--- config.mk ---
export PLATFORM = sky130hd
export DESIGN_NAME = regfile_wr_arbiter
export DESIGN_NICKNAME = d
export VERILOG_FILES = /design/src/rtl/regfile_wr_arbiter.sv
export SDC_FILE = /design/constraint.sdc
export NUM_CORES = 1
export LEC_CHECK = 0
export BUFFER_PORTS_ARGS = -buffer_cell sky130_fd_sc_hd__buf_4
export CAP_MARGIN = 25
export CORE_ASPECT_RATIO = 0.8
export CORE_MARGIN = 2
export CORE_UTILIZATION = 35
export CTS_CLUSTER_SIZE = 16
export DETAILED_ROUTE_END_ITERATION = 6
export PLACE_DENSITY = 0.56
export SLEW_MARGIN = 20
export SYNTH_ARGS = -nofsm -noshare
export SYNTH_HDL_FRONTEND = slang
export SYNTH_SLANG_ARGS = --single-unit
--- constraint.sdc ---
create_clock -name clk -period 3.7 [get_ports clk]
set_clock_uncertainty 0.2 [all_clocks]
set_input_delay 0.74 -clock clk [delete_from_list [all_inputs] [get_ports clk]]
set_output_delay 0.74 -clock clk [all_outputs]
set_load 0.05 [all_outputs]
--- src/rtl/regfile_wr_arbiter.sv ---
// regfile_wr_arbiter: shares the register file's single write port between
// pipeline writeback (priority, zero latency) and a queued multi-cycle unit.
// MC results wait in a DEPTH-entry FIFO. A starvation counter raises stall_o
// so that the queue gets a chance to drain.
// Optional feature: define RFARB_SCOREBOARD_EN to track registers with
// pending MC writes (busy1/busy2). Without it busy1/busy2 are tied low and
// the issue/read inputs are ignored.
module regfile_wr_arbiter #(
  parameter int DEPTH    = 4,
  parameter int MAX_WAIT = 8
) (
  input  logic                     clk,
  input  logic                     rst_n,
  input  logic                     wb_we,
  input  logic [4:0]               wb_wa,
  input  logic [31:0]              wb_wd,
  input  logic                     mc_valid,
  output logic                     mc_ready,
  input  logic [4:0]               mc_wa,
  input  logic [31:0]              mc_wd,
  input  logic                     mc_issue,
  input  logic [4:0]               mc_issue_wa,
  input  logic                     re1,
  input  logic                     re2,
  input  logic [4:0]               ra1,
  input  logic [4:0]               ra2,
  output logic                     busy1,
  output logic                     busy2,
  output logic                     rf_we,
  output logic [4:0]               rf_wa,
  output logic [31:0]              rf_wd,
  output logic                     stall_o,
  output logic [$clog2(DEPTH):0]   q_cnt,
  output logic                     err_o
);

  localparam int AW = $clog2(DEPTH);
  localparam int CW = AW + 1;
  localparam int WW = $clog2(MAX_WAIT + 1);

  // FIFO storage and bookkeeping
  logic [4:0]    mem_wa_q [DEPTH];
  logic [31:0]   mem_wd_q [DEPTH];
  logic [AW-1:0] wr_ptr_q, rd_ptr_q;
  logic [CW-1:0] cnt_q, cnt_d;
  logic [WW-1:0] wait_q, wait_d;
  logic          stall_q, err_q;

  logic          wb_act, empty, full, push, pop, fifo_wr;
  logic [4:0]    head_wa;
  logic [31:0]   head_wd;

  assign wb_act  = wb_we && (wb_wa != 5'd0);
  assign empty   = (cnt_q == '0);
  assign full    = (cnt_q == CW'(DEPTH));
  assign head_wa = mem_wa_q[rd_ptr_q];
  assign head_wd = mem_wd_q[rd_ptr_q];

  // A full queue refuses new results even when the head leaves this cycle.
  assign mc_ready = !full;
  assign push     = mc_valid && !full;
  // The head leaves whenever WB leaves the port free; an r0 head is discarded.
  assign pop      = !wb_act && !empty;
  assign fifo_wr  = pop && (head_wa != 5'd0);

  // Write-port mux: WB first, then the FIFO head.
  always_comb begin
    rf_we = rst_n && (wb_act || fifo_wr);
    if (wb_act) begin
      rf_wa = wb_wa;
      rf_wd = wb_wd;
    end else begin
      rf_wa = head_wa;
      rf_wd = head_wd;
    end
  end

  // Occupancy and starvation counter next-state.
  always_comb begin
    cnt_d = cnt_q;
    if (push && !pop) begin
      cnt_d = cnt_q + CW'(1);
    end else if (!push && pop) begin
      cnt_d = cnt_q - CW'(1);
    end
    wait_d = wait_q;
    if (pop || empty) begin
      wait_d = '0;
    end else if (wait_q != WW'(MAX_WAIT)) begin
      wait_d = wait_q + WW'(1);
    end
  end

  // FIFO payload storage, written at the tail; no reset needed for data.
  always_ff @(posedge clk) begin
    if (push) begin
      mem_wa_q[wr_ptr_q] <= mc_wa;
      mem_wd_q[wr_ptr_q] <= mc_wd;
    end
  end

  // Pointers, occupancy, starvation stall and sticky contract-error flag.
  always_ff @(posedge clk) begin
    if (!rst_n) begin
      wr_ptr_q <= '0;
      rd_ptr_q <= '0;
      cnt_q    <= '0;
      wait_q   <= '0;
      stall_q  <= 1'b0;
      err_q    <= 1'b0;
    end else begin
      if (push) wr_ptr_q <= wr_ptr_q + AW'(1);
      if (pop)  rd_ptr_q <= rd_ptr_q + AW'(1);
      cnt_q   <= cnt_d;
      wait_q  <= wait_d;
      stall_q <= (wait_d == WW'(MAX_WAIT));
      err_q   <= err_q || (stall_q && wb_act);
    end
  end

  assign q_cnt   = cnt_q;
  assign stall_o = stall_q;
  assign err_o   = err_q;

`ifdef RFARB_SCOREBOARD_EN
  // Pending-write scoreboard; r0 is never busy.
  logic [31:1] busy_q, busy_d;
  logic [31:0] busy_vec;

  for (genvar gi = 1; gi < 32; gi++) begin : g_busy
    logic set_b, clr_b;
    assign set_b      = mc_issue && (mc_issue_wa == 5'(gi));
    assign clr_b      = fifo_wr && (head_wa == 5'(gi));
    // Set has priority over a same-cycle clear of the same register.
    assign busy_d[gi] = set_b || (busy_q[gi] && !clr_b);
  end

  // Scoreboard register.
  always_ff @(posedge clk) begin
    if (!rst_n) begin
      busy_q <= '0;
    end else begin
      busy_q <= busy_d;
    end
  end

  assign busy_vec = {busy_q, 1'b0};
  assign busy1    = re1 && busy_vec[ra1];
  assign busy2    = re2 && busy_vec[ra2];
`else
  logic unused_sb;
  assign unused_sb = ^{mc_issue, mc_issue_wa, re1, re2, ra1, ra2};
  assign busy1     = 1'b0;
  assign busy2     = 1'b0;
`endif

endmodule
# [Yosys cells after proc, flatten, opt, wreduce, memory -nomap -nowiden]
# Memory sizes are Yosys's and may differ from the RTL's. A register that Yosys moved wholly into a read port is not among the register bits.
# Cells that the tools add are included.
[totals] regBits=13 ramBits=148 output_inout_bits=46 elab_cells=48 n_memories=2
[op_classes] n_addsub=5 eq_ne=3 n_mux=12 n_reduce_logical=20
[mem_list] name="mem_wd_q" words=4 word_bits=32 rd=1 rd_clocked_by_memory_dff=1 write_ports=1 line_no="43" rtl="logic [31:0] mem_wd_q [DEPTH];"
[mem_list] name="mem_wa_q" words=4 word_bits=5 rd=1 rd_clocked_by_memory_dff=1 write_ports=1 line_no="42" rtl="logic [4:0] mem_wa_q [DEPTH];"
[ops] op="two-way mux 32 bit" count=1
[ops] op="nonzero test 5 bit" count=2
[ops] op="logical AND 1 bit" count=8
[ops] op="two-way mux 2 bit" count=4
[ops] op="two-way mux 4 bit" count=2
[ops] op="two-way mux 3 bit" count=2
[ops] op="logical NOT 1 bit" count=5
[ops] op="two-way mux 5 bit" count=1
[ops] op="adder 2 x 1 -> 2 bit, second input constant" count=2
[ops] op="adder 4 x 1 -> 4 bit, second input constant" count=1
[ops] op="== test 4 bit, second input constant" count=1
[ops] op="!= test 4 bit, second input constant" count=1
[ops] op="adder 3 x 1 -> 3 bit, second input constant" count=1
[ops] op="== test 3 bit, second input constant" count=1
[ops] op="logical NOT 3 bit" count=1
[ops] op="logical OR 1 bit" count=3
[ops] op="subtractor 3 x 1 -> 3 bit, second input constant" count=1
[ops] op="two-way mux 1 bit" count=2
[ops] op="nonzero test 2 bit" count=1

# [Depth between registers and ports, before layout]
[depth] word_depth=7 ltp_mapped=10 mapped_depth_nobuf=9

# [Worst setup path before layout]
# No wires, ideal clock.
[synth_path] kind="input-to-output" start="input wb_wa[1]" end="output rf_we" arrival_ps=2373 slack_ps=387 path_stages=4 n_path_buf=1 path_cell_list="or4_4 -> o21ai_1 -> buf_2 -> a221oi_1"
[synth_via] elab_chain_len=7
[synth_rtl] element="start, declared" line_no="15" rtl="input logic [4:0] wb_wa,"
[synth_rtl] element="nonzero test 5 bit *" line_no="53" rtl="assign wb_act = wb_we && (wb_wa != 5'd0);"
[synth_rtl] element="logical AND 1 bit *" line_no="53"
[synth_rtl] element="logical NOT 1 bit" line_no="63" rtl="assign pop = !wb_act && !empty;"
[synth_rtl] element="logical AND 1 bit" line_no="63"
[synth_rtl] element="logical AND 1 bit" line_no="64" rtl="assign fifo_wr = pop && (head_wa != 5'd0);"
[synth_rtl] element="logical OR 1 bit *" line_no="68" rtl="rf_we = rst_n && (wb_act || fifo_wr);"
[synth_rtl] element="logical AND 1 bit *" line_no="68"
[synth_rtl] element="end, declared" line_no="29" rtl="output logic rf_we,"
# Every way passes the cells marked *; elsewhere a longest branch is shown, timed or not.

# [Worst setup path after layout]
[layout_path] start="input wb_wa[1]" end="output rf_wd[5]"
[layout_via] elab_chain_len=3
[layout_rtl] element="nonzero test 5 bit" line_no="53"
[layout_rtl] element="logical AND 1 bit" line_no="53"
[layout_rtl] element="two-way mux 32 bit" line_no="69" rtl="if (wb_act) begin"
[layout_rtl] element="end, declared" line_no="31" rtl="output logic [31:0] rf_wd,"
# No other way between the ends.

==> out/results.ini <==
[detailed_routing]
drt_iter0_markers = 255
vias = 3716
wirelength_um = 13500
wl_per_cell_um = 16.9
firstDrtPassIters = 4
via_per_inst = 4.66
detail-route-antenna-nets = 0
drcViolationCount = 0

[critical_path]
crit_fanout = 20
cpPeakStageDelay_ns = 0.55
crit_slowest_cell = or4_4
cp-end-kind = output port
crit_arrival_ns = 2.42
crit_type = in -> out
required_ns = 2.76
start_kind = input pin
crit_path_frequent_cell = buf_4
critical_path.cell_chain = buf_4, or4_4, o21a_2, buf_4, nand2_1, nand2_1, buf_4

[synthesis]
ys_seq_area_share_pct = 72.4
synthMuxAreaShare_pct = 13.4
synth-simple-area-share_pct = 8.92
yosysWarnings = 0
synth_compound_area_share_pct = 1.15
synth-adder-area-share_pct = 1.64
postSynthAreaPerCell_um2 = 16.4
netlist_instances = 400
synth_xor_area_share_pct = 0.669
synth-seq-cells = 163
synthesis.area_um2 = 6550
ys_types = 34
synth_top_family_by_area = multiplexers

[placed_design]
port_buffers = 121
place_congestion = 0.689
hpwlAfterDp_um = 8520
place_area_um2 = 7840

[final_layout]
final_cell_mix = edfxtp_1 (148), buf_4 (125), nand2_1 (116)
final_util_pct = 46.2
multi_input_area_um2 = 1710
seq_area_um2 = 4750
final_common_cell = edfxtp_1
fillers = 1620
finalInstanceArea_um2 = 8420
nets = 636
diodes = 0
syn_to_final_growth_pct = 28.5
drive_above_1_share_pct = 37.1

[clock_tree]
post_cts_buffers = 0
post_cts_resized = 0
worstSkewPairLatency_ns = 0.42
htree_levels = 4
cts_buffers = 17
clockRootBuffer = clkbuf_16
cts_tree = built
path_clk_slew_ns = 0.06
cts-hold-fix-buffers = 0
cts_sinks = 163
clock_path_buffers = 2

[sta]
rsz0062_at_grt = no
hold_ws_ns = 0.285
finalCriticalPeriod_ns = 3.36
max_slew_margin_pct = 59.3
tightest_slew_ns = 0.611
slew_viol_final = 0
tns_ns = 0
fin_crit_sh_pct = 90.9
setup_viol = 0
clock.fmax_mhz = 297
hold_viol_final = 0

[floorplan]
die_y_um = 126
rows = 44
design.die.area_um2 = 19800
io_pins = 142
start_util_pct = 35.9
core_area_um2 = 18200
die_x_um = 157

[global_routing]
grt_pass1_wl_um = 21200
antenna_found_initial = 0
grt_usage_pct = 14.5
grt_pass1_vias = 3849
grt_max_degree = 41
grt-ovfl-total = 0

[power]
p_per_area_nw_per_um2 = 657
vdd_drop_max_v = 0.000324
power_leakage_nw = 3.12
p_total_mw = 5.53

[worst_hold_path]
hp-class = reg -> reg

[outcome]
status = complete, no violations

[run]
cap_violations = 0

[per-layer routing]
layer / vias up / routed length (µm) / track usage (%) / share of wire, %
met2: 103 / 6670 / 23.9 / 49
met5: - / 0 / 0 / 0
met3: 11 / 821 / 4.20 / 6.1
li1: 1751 / - / - / -
met4: 0 / 147 / 5.02 / 1.1
met1: 1851 / 5850 / 18.5 / 43
[per-stage QoR]
stage | cells | setup WS, ns
6_report | 797 | 0.336
4_1_cts | 797 | 0.322
5_1_grt | 797 | 0.248
3_5_place_dp | 766 | 0.324
3_3_place_gp | 766 | 0.354
2_1_floorplan | 401 | 0.387
[sequential cells by signal, indices dropped and copies added (netlist names), named ones only]
register  count
wait_q        4
wr_ptr_q      2
rd_ptr_q      2
mem_wd_q    128
q_cnt         3
mem_wa_q     20
stall_o       1
err_o         1
[Yosys cell counts, drive strengths merged]
cell type	n	share of area, %
nor3b	1	0.11
inv	6	0.34
a2111oi	1	0.13
or4	1	0.17
clkinv	1	0.057
conb	1	0.057
o21ai	3	0.23
nand2	116	6.6
a21oi	4	0.31
mux4	37	13
xnor2	2	0.27
mux2	1	0.17
xor2	3	0.40
clkbuf	10	0.57
mux2i	3	0.46
nor4	1	0.096
nor2	13	0.75
or3	3	0.29
edfxtp	148	68
buf	8	0.78
ha	7	1.3
fa	1	0.31
dfxtp	15	4.6
o21a	1	0.11
nand3	4	0.31
nand2b	1	0.096
a21boi	1	0.11
and2	4	0.38
a221oi	1	0.13
o21bai	1	0.11
nor3	1	0.076
[layout make-up]
class | count | area share, %
clock inverter | 11 | 1.64
sequential | 163 | 56.4
tap | 253 | 3.76
timing repair buffer | 130 | 12.3
clock buffer | 20 | 5.19
inverter | 7 | 0.312
multi-input combinational | 213 | 20.3
[worst max-delay path, delay by kind of cell]
kind	cells	cell delay, ns
simple gates	3	0.70
compound gates	1	0.38
buf+inv	3	0.60
[power by group]
| group | switching (mW) | internal [mW] | total, mW |
|---|---|---|---|
| Combinational | 0.880 | 0.600 | 1.48 |
| Clock | 0.656 | 1.05 | 1.70 |
| Sequential | 0.101 | 2.24 | 2.34 |
| Total | 1.64 | 3.89 | 5.53 |
[logic make-up (layout without fill, tap and decap cells)]
family	Yosys count	after routing
compound gates	12	12
xor+xnor	5	5
fa+ha+maj	8	8
buf+inv	25	168
flops	163	163
mux	41	41
other cells	1	2
simple gates	145	145
[worst paths after layout]
kind / from / endpoint / slack, ns / depth (start not counted)
setup / recovery: wb_wa[1] / rf_wd[5] / 0.34 / 7
hold / removal: rd_ptr_q[1]$_SDFFE_PN0P_ / flip-flop / 0.28 / 2
setup reg to reg: q_cnt[0]$_SDFFE_PN0P_ / q_cnt[2]$_SDFFE_PN0P_ / 1.06 / 8
hold reg to reg: rd_ptr_q[1]$_SDFFE_PN0P_ / flip-flop / 0.28 / 2
Power figures use the tool's default switching activity.
